## config.mk

```make
export PLATFORM = sky130hd
export DESIGN_NAME = instr_sequencer
export DESIGN_NICKNAME = d
export VERILOG_FILES = /design/src/rtl/instr_sequencer.sv
export SDC_FILE = /design/constraint.sdc
export NUM_CORES = 1
export LEC_CHECK = 0
export CORE_UTILIZATION = 56
export DETAILED_ROUTE_END_ITERATION = 8
export GPL_TIMING_DRIVEN = 1
export MAX_ROUTING_LAYER = met4
export PLACE_DENSITY = 0.95
export SYNTH_ARGS = -nofsm -noshare
export SYNTH_HDL_FRONTEND = slang
export SYNTH_SLANG_ARGS = --single-unit
```

## constraint.sdc

```tcl
create_clock -name clk -period 6.75 [get_ports clk]
set_clock_uncertainty 0.1 [all_clocks]
set_input_delay 1.35 -clock clk [delete_from_list [all_inputs] [get_ports clk]]
set_output_delay 1.35 -clock clk [all_outputs]
set_load 0.02 [all_outputs]
```

## src/rtl/instr_sequencer.sv

```systemverilog
// rtl/instr_sequencer.sv - instruction-cycle state machine producing the controller state word
module instr_sequencer #(
  parameter int CNT_W      = 16,
  parameter int IO_TIMEOUT = 255
) (
  input  logic             clk,
  input  logic             reset_n,
  input  logic             run,
  input  logic [3:0]       opcode,
  input  logic             io_ack,
  output logic [7:0]       state,
  output logic             instr_done,
  output logic             halted,
  output logic             illegal_op,
  output logic             io_fault,
  output logic [CNT_W-1:0] instr_count
);

  localparam int WAIT_W = (IO_TIMEOUT < 2) ? 1 : $clog2(IO_TIMEOUT + 1);

  typedef enum logic [7:0] {
    FETCH_PC   = 8'h01, FETCH_INST = 8'h02, ALU_EXEC  = 8'h03, ALU_OUT  = 8'h04,
    SET_REG    = 8'h05, LOAD_ADDR  = 8'h06, SET_MEM   = 8'h07, MOVE_REG = 8'h08,
    JUMP       = 8'h09, FETCH_SP   = 8'h0A, STACK_REG = 8'h0B, INC_SP   = 8'h0C,
    STORE_PC   = 8'h0D, TMP_JUMP   = 8'h0E, RET       = 8'h0F, MOUT_STORE = 8'h10,
    ROUT_STORE = 8'h11, HALT       = 8'h12, DECODE    = 8'h13
  } state_t;

  state_t            state_q, state_d;
  logic              body_q, body_d;     // 1 = inside an instruction body (operand FETCH_PC ignores run)
  logic [3:0]        op_q, op_d;         // opcode captured at DECODE steers the body
  logic [WAIT_W-1:0] wait_q, wait_d;
  logic              ill_q, ill_d;
  logic              iof_q, iof_d;
  logic [CNT_W-1:0]  count_q, count_d;
  logic              done;

  // state register and sticky flags; reset dominates every other event
  always_ff @(posedge clk) begin
    if (!reset_n) begin
      state_q <= FETCH_PC;
      body_q  <= 1'b0;
      op_q    <= 4'h0;
      wait_q  <= '0;
      ill_q   <= 1'b0;
      iof_q   <= 1'b0;
      count_q <= '0;
    end else begin
      state_q <= state_d;
      body_q  <= body_d;
      op_q    <= op_d;
      wait_q  <= wait_d;
      ill_q   <= ill_d;
      iof_q   <= iof_d;
      count_q <= count_d;
    end
  end

  // next-state decode, retire pulse and IO wait counting
  always_comb begin
    state_d = state_q;
    body_d  = body_q;
    op_d    = op_q;
    wait_d  = '0;
    ill_d   = ill_q;
    iof_d   = iof_q;
    done    = 1'b0;
    case (state_q)
      FETCH_PC: begin
        if (body_q) begin
          case (op_q)
            4'h2:       state_d = SET_REG;
            4'h3, 4'h4: state_d = LOAD_ADDR;
            4'h6:       state_d = JUMP;
            4'h9:       state_d = FETCH_SP;
            4'hB:       state_d = MOUT_STORE;
            default: begin
              state_d = HALT;
              ill_d   = 1'b1;
            end
          endcase
        end else if (run) begin
          state_d = FETCH_INST;
        end
      end
      FETCH_INST: state_d = DECODE;
      DECODE: begin
        op_d   = opcode;
        body_d = 1'b1;
        case (opcode)
          4'h0: begin
            done    = 1'b1;
            body_d  = 1'b0;
            state_d = FETCH_PC;
          end
          4'h1:                               state_d = ALU_EXEC;
          4'h2, 4'h3, 4'h4, 4'h6, 4'h9, 4'hB: state_d = FETCH_PC;
          4'h5:                               state_d = MOVE_REG;
          4'h7:                               state_d = FETCH_SP;
          4'h8, 4'hA:                         state_d = INC_SP;
          4'hC:                               state_d = ROUT_STORE;
          4'hD: begin
            done    = 1'b1;
            state_d = HALT;
          end
          default: begin
            state_d = HALT;
            ill_d   = 1'b1;
          end
        endcase
      end
      ALU_EXEC:  state_d = ALU_OUT;
      LOAD_ADDR: state_d = (op_q == 4'h4) ? SET_MEM : SET_REG;
      FETCH_SP: begin
        case (op_q)
          4'h7:    state_d = STACK_REG;
          4'h8:    state_d = SET_REG;
          4'h9:    state_d = STORE_PC;
          4'hA:    state_d = RET;
          default: begin
            state_d = HALT;
            ill_d   = 1'b1;
          end
        endcase
      end
      INC_SP:   state_d = FETCH_SP;
      STORE_PC: state_d = TMP_JUMP;
      ALU_OUT, SET_REG, SET_MEM, MOVE_REG, JUMP, STACK_REG, TMP_JUMP, RET: begin
        done    = 1'b1;
        body_d  = 1'b0;
        state_d = FETCH_PC;
      end
      MOUT_STORE, ROUT_STORE: begin
        if (io_ack) begin
          done    = 1'b1;
          body_d  = 1'b0;
          state_d = FETCH_PC;
        end else if (wait_q == WAIT_W'(IO_TIMEOUT - 1)) begin
          state_d = HALT;
          iof_d   = 1'b1;
        end else begin
          wait_d = wait_q + 1'b1;
        end
      end
      HALT: state_d = HALT;
      default: begin
        state_d = HALT;
        ill_d   = 1'b1;
      end
    endcase
    count_d = count_q + CNT_W'(done);
  end

  assign state       = state_q;
  assign instr_done  = done;
  assign halted      = (state_q == HALT);
  assign illegal_op  = ill_q;
  assign io_fault    = iof_q;
  assign instr_count = count_q;

endmodule

```

# Yosys cells after proc, flatten, opt, wreduce, memory -nomap -nowiden
# Index checks and enable logic that the tools add are counted.
# totals
register_bits	39
latchBits	0
mem_bits_rw	0
rom_bits	0
in_bits	8
out_inout_bits	28
word_cells	99
memories	0
# classes
add_sub_neg	2
n_mul	0
div	0
order_cmp	0
n_eq_ne	49
shifts	0
n_mux	20
bitwise	4
reduce_logical	17
# ops
cell	count
8-bit case mux with 10 select lines	1
8-bit by 4-bit equality test with 1-bit output (second input constant)	8
4-bit equality test (second input constant)	10
8-bit by 3-bit equality test with 1-bit output (second input constant)	4
8-bit by 5-bit equality test with 1-bit output (second input constant)	4
8-bit 2-to-1 mux	4
5-bit case mux with 6 select lines	1
4-bit by 3-bit equality test with 1-bit output (second input constant)	7
5-bit case mux with 5 select lines	1
5-bit case mux with 4 select lines	1
16-bit by 1-bit adder with 16-bit output	1
4-bit by 2-bit equality test with 1-bit output (second input constant)	4
8-bit by 2-bit equality test with 1-bit output (second input constant)	2
16-bit OR reduction	1
14-bit OR reduction	1
2-bit != test (second input constant)	5
8-bit by 1-bit adder with 8-bit output (second input constant)	1
8-bit by 1-bit equality test with 1-bit output (second input constant)	1
8-bit equality test (second input constant)	1
1-bit 2-to-1 mux	8
2-bit OR reduction	4
4-bit OR reduction	2
8-bit OR reduction	1
7-bit OR reduction	1
12 further kinds	18

# Logic depth before layout (Yosys ltp)
# logic_depth
depth_word	5
ltp_mapped	12
ltp_nobuf	11

# Least setup slack after synthesis
# OpenSTA, ideal clock, no wires.
# synth_timing
path_type	input-to-reg
startpoint	input port opcode[3]
endpoint	register count_q[14] (netlist: instr_count[14])
setup_ns	0.115
t_arrival_ns	3.521
required_ns	6.535
setup_slack_ns	3.014
cell_stages	12
path_buffers	1
path_cell_list	buf_6 nand2_1 nor2_1 o21ai_0 o21ai_0 ha_1 ha_1 and4_1 nor3b_1 nand2_1 xnor2_1 and2_1
# synth_between
elab_chain_cells	5
word_cells_on_any_way	6
cone_classes	add/sub: 1; eq/ne: 1; mux: 2; reduce/logical: 2
# synth_lines
item	line_no	text
start: declaration	9	input logic [3:0] opcode,
4-bit equality test or 4-bit logical NOT (tied branches)	90	case (opcode)
2-bit OR reduction (no source line) *	--	
1-bit 2-to-1 mux *	90	
1-bit case mux with 3 select lines *	68	case (state_q)
named net instr_done	12	output logic instr_done,
16-bit by 1-bit adder with 16-bit output *	151	count_d = count_q + CNT_W'(done);
end signal: assignment	55	count_q <= count_d;
end: declaration	35	logic [CNT_W-1:0] count_q, count_d;
# Mark *: on every way through the listed nets, which the timed path passes. The rest lies on a longest branch.
# A chain may end at the register's enable or synchronous reset.

# Final worst setup path
# layout_timing
startpoint	input port opcode[3]
endpoint	output port instr_done
# layout_between
elab_chain_cells	4
word_cells_on_any_way	5
cone_classes	eq/ne: 1; mux: 2; reduce/logical: 2
# layout_lines
item	line_no
4-bit equality test or 4-bit logical NOT (tied branches)	90
2-bit OR reduction (no source line) *	--
1-bit 2-to-1 mux *	90
1-bit case mux with 3 select lines *	68
end: declaration	12
# Mark *: on every way between the ends. The rest lies on a longest branch, timed or not.

==> results.yml <==
cts:
  clock_latency_ns: 0.36
  cts-root-buf: "clkbuf_4"
  path_clk_slew_ns: 0.10
  hold_buffers: 0
  htree_levels: 2
  cts_tree: "done"
  postCtsResizedCells: 0
  numCtsBuffers: 5
  cts.sinks: 36
  ctsLongestPathBuffers: 2
  postCtsSetupRepairBufs: 0
drt:
  drc_errors: 0
  wl_mm: 4.81
  detail_route.first_pass.iterations: 5
  drt-initial-drc-count: 220
  num_vias: 1939
  via_per_inst: 5.86
  antenna_left: 0
  wl_per_cell_um: 14.5
floorplanning:
  ioPinCount: 36
  die_w_um: 62.5
  core_area_um2: 3420
  rows: 21
  die_area_um2: 3910
  initial_utilization_pct: 60.1
  die_h_um: 62.5
pwr:
  swShare_pct: 37.6
  p_int_w: 0.000373
  p_leak_nw: 0.889
  power_w: 0.000598
  pwr-share-comb_pct: 33.3
  seqPwrFrac_pct: 45.6
  p_clk_share_pct: 21.1
  power.density_nw_per_um2: 248
  vdd_ir_drop_max_uv: 193
  power_switching_w: 0.000225
synth:
  netlist_instances: 259
  seq_area_frac_synth_pct: 35.1
  synth_edf_count: 0
  synth-main-ff-cell: "dfxtp_1"
  synthesis.area_um2: 2050
  ys_types: 54
  synth-seq-cells: 36
  synth-async-reset-ratio_pct: 0
  avgSynthCellArea_um2: 7.92
  yosys_warnings: 0
sta:
  slew_headroom_pct: 51.1
  setup_tns_ns: 0
  final-hold-violation-count: 0
  rsz0062_at_grt: "false"
  period_needed_ns: 4.76
  setup_viol: 0
  timing.final.max_slew_violations: 0
  tightest_slew_ns: 0.732
  finalCritPeriodShare_pct: 70.6
  fmax_mhz: 210
cells_and_area:
  fin_nets: 296
  postLayoutCoreUtil_pct: 70.6
  area_growth_pct: 17.6
  layout-drive-gt1-share_pct: 3.86
  nFillCells: 255
  n_antenna_cell: 0
grt:
  grt_usage_pct: 27.0
  grt_max_degree: 24
  grt_pass1_wl_mm: 8.03
  overflow: 0
  antenna_found_initial: 0
  grt_pass1_vias: 1778
placed_design:
  dp_hpwl_mm: 3.38
  place_congestion: 0.916
  portBuffers: 32
run:
  cap_violations: 0
setup_path:
  cp-start-kind: "input pin"
  cp.arrival_ns: 3.31
  cp-end-kind: "output port"
  critPathKind: "input pin to output port"
  critPathRequiredTime_ns: 5.30
  path_max_fanout: 8
min_path:
  hold_path_class: "register to register"
status:
  status: "completed"
## layer usage
| metal | track usage (%) | wire length [µm] | share of wire [%] | vias up |
|---|---|---|---|---|
| met3 | 9.31 | 396 | 8.2 | 13 |
| met1 | 31.0 | 2050 | 43 | 882 |
| met2 | 43.6 | 2280 | 47 | 97 |
| li1 | - | - | - | 947 |
| met5 | - | 0 | 0 | - |
| met4 | 9.59 | 85 | 1.8 | 0 |
## final timing paths
path | slack [ns] | cells after the start | endpoint | from
worst max-delay path | 1.99 | 6 | instr_done | opcode[3]
worst min-delay path | 0.38 | 1 | io_fault | io_fault
worst max register to register | 3.46 | 11 | instr_count[14] | state[2]
worst min register to register | 0.38 | 1 | io_fault | io_fault
## layout make-up
cell class	instances	area [µm²]	share of cell area [%]
clock buffer	7	55.1	2.28
clock inverter	1	7.51	0.311
inverter	7	26.3	1.09
multi-input combinational	202	1220	50.8
sequential	36	721	29.9
tap	46	57.6	2.39
timing repair buffer	32	320	13.3
## logic make-up after synthesis
| group | after synthesis | share of synthesized area, % |
|---|---|---|
| simple gates | 129 | 32.4 |
| compound gates | 42 | 13.8 |
| flops | 36 | 35.1 |
| buf+inv | 23 | 5.55 |
| xor+xnor | 22 | 9.39 |
| fa+ha+maj | 6 | 3.48 |
| other cells | 1 | 0.183 |
## power by group through the flow
stage / clock network, W / logic (W) / registers (W)
global route: 0.000137 / 0.000217 / 0.000277
global placement: 0 / 0.000194 / 0.000277
detailed placement: 0 / 0.000195 / 0.000277
CTS: 0.000128 / 0.000197 / 0.000271
finish: 0.000126 / 0.000199 / 0.000273
floorplan: 0 / 0.000141 / 0.000267
## stage by stage
| stage | setup slack [ns] | cell area, µm² | std cells | hold WS (ns) |
|---|---|---|---|---|
| 6_report | 1.99 | 2410 | 331 | 0.381 |
| 5_1_grt | 1.81 | 2410 | 331 | 0.421 |
| 4_1_cts | 1.98 | 2410 | 331 | 0.390 |
| 3_5_place_dp | 2.00 | 2350 | 323 | 0.359 |
| 3_3_place_gp | 2.09 | 2350 | 323 | 0.352 |
| 2_1_floorplan | 3.01 | 2060 | 261 | 0.353 |
## critical path, cell delays in order
cell and delay (ns):
clkdlybuf4s50_1 0.63, nand2_1 0.15, nor2_1 0.12, o21ai_0 0.12
o21ai_0 0.27, clkdlybuf4s50_1 0.67
## synthesized netlist by cell type (all sizes together), types with 2 or more instances
cell type  count  area, µm²
nand2b         5       31.3
o21ai          8       40.0
and2          11       68.8
nor3           8       40.0
nor4b          2       17.5
clkbuf         7       26.3
or3            2       12.5
nand2         24       90.1
nand4          9       56.3
a211o          2       17.5
xnor2          9       78.8
o31a           2       17.5
nor2          33        126
dfxtp         36        721
or2            3       18.8
and4           2       17.5
a21oi         11       55.1
nor4           3       25.0
o21a           3       22.5
nand3         15       75.1
inv            7       26.3
a21boi         3       22.5
maj3           2       21.3
nor2b          4       25.0
and3           2       12.5
buf            9       61.3
ha             4       50.1
xor2          13        114
nand3b         2       15.0
## sequential cells by signal, summed over array words and instances (netlist names)
name / flops
instr_count: 16
wait_q: 8
state: 5
op_q: 4
body_q: 1
illegal_op: 1
io_fault: 1
## layout by cell type (no fill, tap or decap), types with 2 or more instances in the layout
cell / synthesis / final
and4_1: 2 / 2
nor4b_1: 2 / 2
clkdlybuf4s50_1: 0 / 32
o31a_1: 2 / 2
nand3_1: 15 / 15
ha_1: 4 / 4
a21boi_0: 3 / 3
and2_1: 11 / 11
conb_1: 1 / 3
nor2_1: 32 / 32
xor2_1: 13 / 13
o21ai_0: 6 / 6
nand2_1: 24 / 24
a211o_1: 2 / 2
or2_1: 3 / 3
a21oi_1: 11 / 11
inv_1: 6 / 6
nor3_1: 8 / 8
or3_1: 2 / 2
o21a_1: 3 / 3
dfxtp_1: 36 / 36
nor2b_1: 4 / 4
xnor2_1: 9 / 9
nand4_1: 9 / 9
and3_1: 2 / 2
nand3b_1: 2 / 2
nand2b_1: 5 / 5
nor4_1: 2 / 2
clkbuf_4: 0 / 5
o21ai_1: 2 / 2
Power figures use the tool's default switching activity.
==> RTL change 1, RTL diff (same settings) <==
Set the parameter `IO_TIMEOUT` to 510 (it was 255).
--- a/src/rtl/instr_sequencer.sv
+++ b/src/rtl/instr_sequencer.sv
@@ -3,3 +3,3 @@
   parameter int CNT_W      = 16,
-  parameter int IO_TIMEOUT = 255
+  parameter int IO_TIMEOUT = 510
 ) (
Function: no difference found for any inputs over 10 cycles, from zero or initial values and one cycle with reset_n low; that may be too few to reach the edited logic, so the function may still have changed.
==> RTL change 1 against the original RTL <==
  * Utilization grew 1.2 points
  * Worst setup slack better by 0.10 ns
  * Via count rose by 1.5%
  * Global-route usage fell by 0.53 points
  * Area after synthesis up 1.5%
  * Routed wire length up 2.3%
  * Register-to-register slack hardly changed
  * Non-clock buffer count is the same
  * First-iteration DRC count down 22%
  * Final area up 2.4%
  * Critical path depth is 1 lower
  * Total power up 11%
  * Sequential cell count grew 1
  * Critical path type unchanged
==> RTL change 1: results (changes against the original RTL) <==
[hold_path]
hold_depth = 1  ; unchanged
hold_start = wait_q[0]
holdPathEnd = wait_q[0]

[global_routing]
grt_max_degree = 22  ; -8.3%
grt_pass1_vias = 1731  ; -2.6%
grt_usage_pct = 26.5  ; -0.53 points
grt_pass1_wl_um = 8200  ; +2.1%

[floorplanning]
dieArea_sq_um = 3970  ; +1.4%

[logic_synthesis]
synth_area_leaders = dfxtp_1 36%, nor2_1 7.8%, xor2_1 5.9%, mux2i_1 3.4%, o21ai_0 3.4%
post_synth_most_frequent_cells = 43 x nor2_1, 37 x dfxtp_1, 17 x nand2_1, 14 x o21ai_0, 14 x xor2_1
syn_inst = 262  ; +1.2%
synth_compound_gate_area_share_pct = 15.0  ; +1.1 points
synth-xor-area-share_pct = 9.25  ; -0.14 points
synth.distinct_cells = 46  ; -15%
muxShareOfSynthArea_pct = 3.37  ; +3.4 points
ys_seq_area_share_pct = 35.6  ; +0.45 points
yosys.area_share.adder_pct = 2.40  ; -1.1 points

[cts]
cts_root_buf = clkbuf_8
clkLatencyLatePin_ns = 0.29  ; -0.07 ns
clkSlewWorstSetupHoldPaths_ns = 0.07  ; -0.03 ns

[place]
place_congestion = 0.928  ; +1.3%
hpwlAfterDp_um = 3500  ; +3.6%
dpl_cell_area_sq_um = 2370  ; +0.75%

[route]
vias = 1968  ; +1.5%
drt_first_pass_iters = 4  ; -1
wl_per_cell_um = 14.9  ; +2.7%
first_iter_violations = 172  ; -22%
routed_via_density = 5.96  ; +1.8%

[critical_path]
rr_startpoint = state[4]
rrSetupSlack_ns = 3.47  ; about the same
arrival_ns = 3.21  ; -0.10 ns
worst_r2r_endpoint = instr_count[15]
r2r_cells = 9  ; -2
path_max_fanout = 12  ; +4

[sta]
hold_slack_ns = 0.409  ; +0.0280 ns
slew_headroom_pct = 55.7  ; +4.6 points

[finish]
drive_gt1_share_pct = 2.82  ; -1.0 points

[run_status]
outcome = completed

==> RTL change 1: changes by cell type after synthesis, moves of 3 or more <==
cell      delta
o21ai_0      +8
and2_1       -4
nand3_1      -3
mux2i_1      +7
nor2_1      +11
a21boi_0     -3
nand2_1      -7
clkbuf_1     +5
o21a_1       -3
nand4_1      -3
or3_1        +3
==> RTL change 1: per-stage QoR <==
step                      util (%)  setup WS [ns]
after floorplan                  -           2.90
after global placement        68.8           2.12
after detailed placement      68.8           2.09
after CTS                     71.8           2.10
after global routing          71.8           1.95
final                         71.8           2.09
==> RTL change 1: report_power, final <==
part / internal [W] / switching [W] / total [W]
clock network: 0.000107 / 0.0000773 / 0.000185
logic: 0.0000932 / 0.000107 / 0.000200
registers: 0.000236 / 0.0000438 / 0.000280
==> RTL change 1: cell type report <==
class                      instances  area (sq um)
inverter                           5          18.8
tap                               46          57.6
clock inverter                     2          35.0
timing repair buffer              32           320
clock buffer                       5          68.8
fill                             282           971
sequential                        37           741
multi-input combinational        203          1230
==> RTL change 1: worst max path at each step <==
stage,from,to,slack (ns)
6_report,opcode[3],instr_done,2.09
5_1_grt,opcode[3],instr_done,1.95
4_1_cts,opcode[3],instr_done,2.10
3_5_place_dp,opcode[3],instr_done,2.09
3_3_place_gp,opcode[3],instr_done,2.12
2_1_floorplan,opcode[2],instr_done,2.90
==> RTL change 1: worst register-to-register path, delay by kind of cell (launching register included) <==
family | cells | cell delay [ns]
AND/OR/NAND/NOR | 5 | 1.54
adder cells (fa/ha/maj) | 1 | 0.24
flip-flops | 1 | 0.74
AO/OA/AOI/OAI | 3 | 0.60
==> RTL change 1: routing by layer <==
layer	up-vias	GRT usage [%]	share of wire, %
li1	954	-	-
met1	929	32.5	44
met2	73	42.9	49
met3	12	4.93	5.7
met4	0	9.88	1.5
met5	-	-	0
==> RTL change 2, RTL diff (same flow settings) <==
Without the edit above. Put one more register stage on the output `io_fault`, cleared by the reset. The value now appears one clock later. The other outputs are not delayed to match.
--- a/src/rtl/instr_sequencer.sv
+++ b/src/rtl/instr_sequencer.sv
@@ -157,3 +157,9 @@
   assign illegal_op  = ill_q;
-  assign io_fault    = iof_q;
+  always_ff @(posedge clk) begin
+    if (!reset_n) begin
+      io_fault <= '0;
+    end else begin
+      io_fault <= iof_q;
+    end
+  end
   assign instr_count = count_q;
Function: same outputs for any inputs over 10 cycles, from zero or initial values and one cycle with reset_n low; that may be too few to reach the edited logic, so the function may still have changed.
==> RTL change 2 against the original RTL <==
  * First-iteration DRC count decreased by 44%
  * Routed wire length decreased by 4.9%
  * Worst setup slack improved by 0.060 ns
  * Combinational power increased by 19%
  * Area after synthesis increased by 1.2%
  * Final area increased by 0.93%
  * Sequential cell count increased by 1
  * Total power increased by 11%
  * Largest power group unchanged
  * Highest routed layer unchanged
==> RTL change 2: results (changes against the original RTL) <==
[place]
place_congestion = 0.987  ; +7.7%
dpl_cell_area_sq_um = 2350  ; +0.16%
numPortBuffers = 32  ; unchanged
hpwlAfterDp_um = 3290  ; -2.6%

[critical_path]
critPathSlowestCell = clkdlybuf4s50_1
worst_r2r_endpoint = instr_count[10]
endpoint = instr_done
rrSetupSlack_ns = 3.42  ; -0.04 ns
cp-startpoint = opcode[3]
critPathTopFamily = buffers and inverters
path_max_fanout = 10  ; +2
slowest_delay_ns = 0.67  ; about the same
arrival_ns = 3.25  ; -0.06 ns
r2r_cells = 12  ; +1

[hold_path]
min-delay-path-class = flop to flop
holdPathEnd = io_fault
hold_start = iof_q

[cts]
postCtsSetupBuffers = 0  ; unchanged
clkSlewWorstSetupHoldPaths_ns = 0.07  ; -0.03 ns
cts_root_buf = clkbuf_8
clkLatencyLatePin_ns = 0.29  ; -0.07 ns
htreeDepth = 2  ; unchanged
clock_path_buffers = 2  ; unchanged
ctsResizeCount = 0  ; unchanged

[route]
routed_via_density = 5.81  ; -0.84%
drt-met1-wl_um = 2050  ; about the same
wl_met3_um = 300  ; -24%
top_layer = met4
first_iter_violations = 124  ; -44%
wl_per_cell_um = 14.1  ; -2.9%
drt_first_pass_iters = 4  ; -1
routed-wl-met2_um = 2160  ; -5.5%

[global_routing]
grt_usage_pct = 25.2  ; -1.8 points
met3_usage_pct = 6.39  ; -2.9 points
grt_pass1_vias = 1666  ; -6.3%
grt_max_degree = 31  ; +29%
grt_pass1_wl_um = 7630  ; -5.0%
use_met2_pct = 38.6  ; -5.0 points
use_met1_pct = 32.1  ; +1.1 points

[logic_synthesis]
synth.distinct_cells = 48  ; -11%
post_synth_most_frequent_cells = 37 x dfxtp_1, 27 x nand2_1, 25 x nor2_1, 14 x and2_1, 14 x nand3_1
ys_seq_area_share_pct = 35.7  ; +0.54 points
ys_async_sr_fraction_pct = 0  ; unchanged
synth_warnings = 0  ; unchanged
synth_area_leaders = dfxtp_1 36%, xnor2_1 5.5%, nand2_1 4.9%, nor2_1 4.5%, and2_1 4.2%

[pwr]
vdd_drop_max_mv = 0.150  ; -22%
cellLeakagePower_nw = 0.829  ; -6.7%
switching_share_pct = 36.7  ; -0.96 points
p_comb_w = 0.000237  ; +19%
power_frac_seq_pct = 42.3  ; -3.3 points

[finish]
drive_gt1_share_pct = 4.32  ; +0.46 points
largest_register_ffs = 16  ; unchanged
diodes = 0  ; unchanged
nets = 290  ; -2.0%

[sta]
slew_headroom_pct = 36.6  ; -15 points

[run_status]
outcome = completed

==> RTL change 2: metrics by stage <==
stage / hold WS (ns) / power (W) / utilization [%] / worst slack [ns] / instances
2_1_floorplan: 0.331 / 0.000456 / - / 2.91 / 258
3_3_place_gp: 0.340 / 0.000513 / 68.4 / 2.08 / 317
3_5_place_dp: 0.342 / 0.000519 / 68.4 / 2.03 / 317
4_1_cts: 0.359 / 0.000666 / 70.7 / 2.03 / 324
5_1_grt: 0.379 / 0.000704 / 70.7 / 1.88 / 324
6_report: 0.354 / 0.000666 / 70.7 / 2.05 / 324
==> RTL change 2: cell type report <==
class	instances	area (sq um)
inverters	4	15.0
flip-flops and latches	37	741
multi-input cells	198	1220
clock buffers	6	72.6
clock inverters	1	8.76
fillers	267	1010
repair buffers	32	320
well taps	46	57.6
==> RTL change 2: logic make-up after synthesis <==
group	share of synthesized area, %
compound gates	15.1
other cells	0.181
xor+xnor	8.01
fa+ha+maj	2.89
buf+inv	5.96
simple gates	32.2
flops	35.7
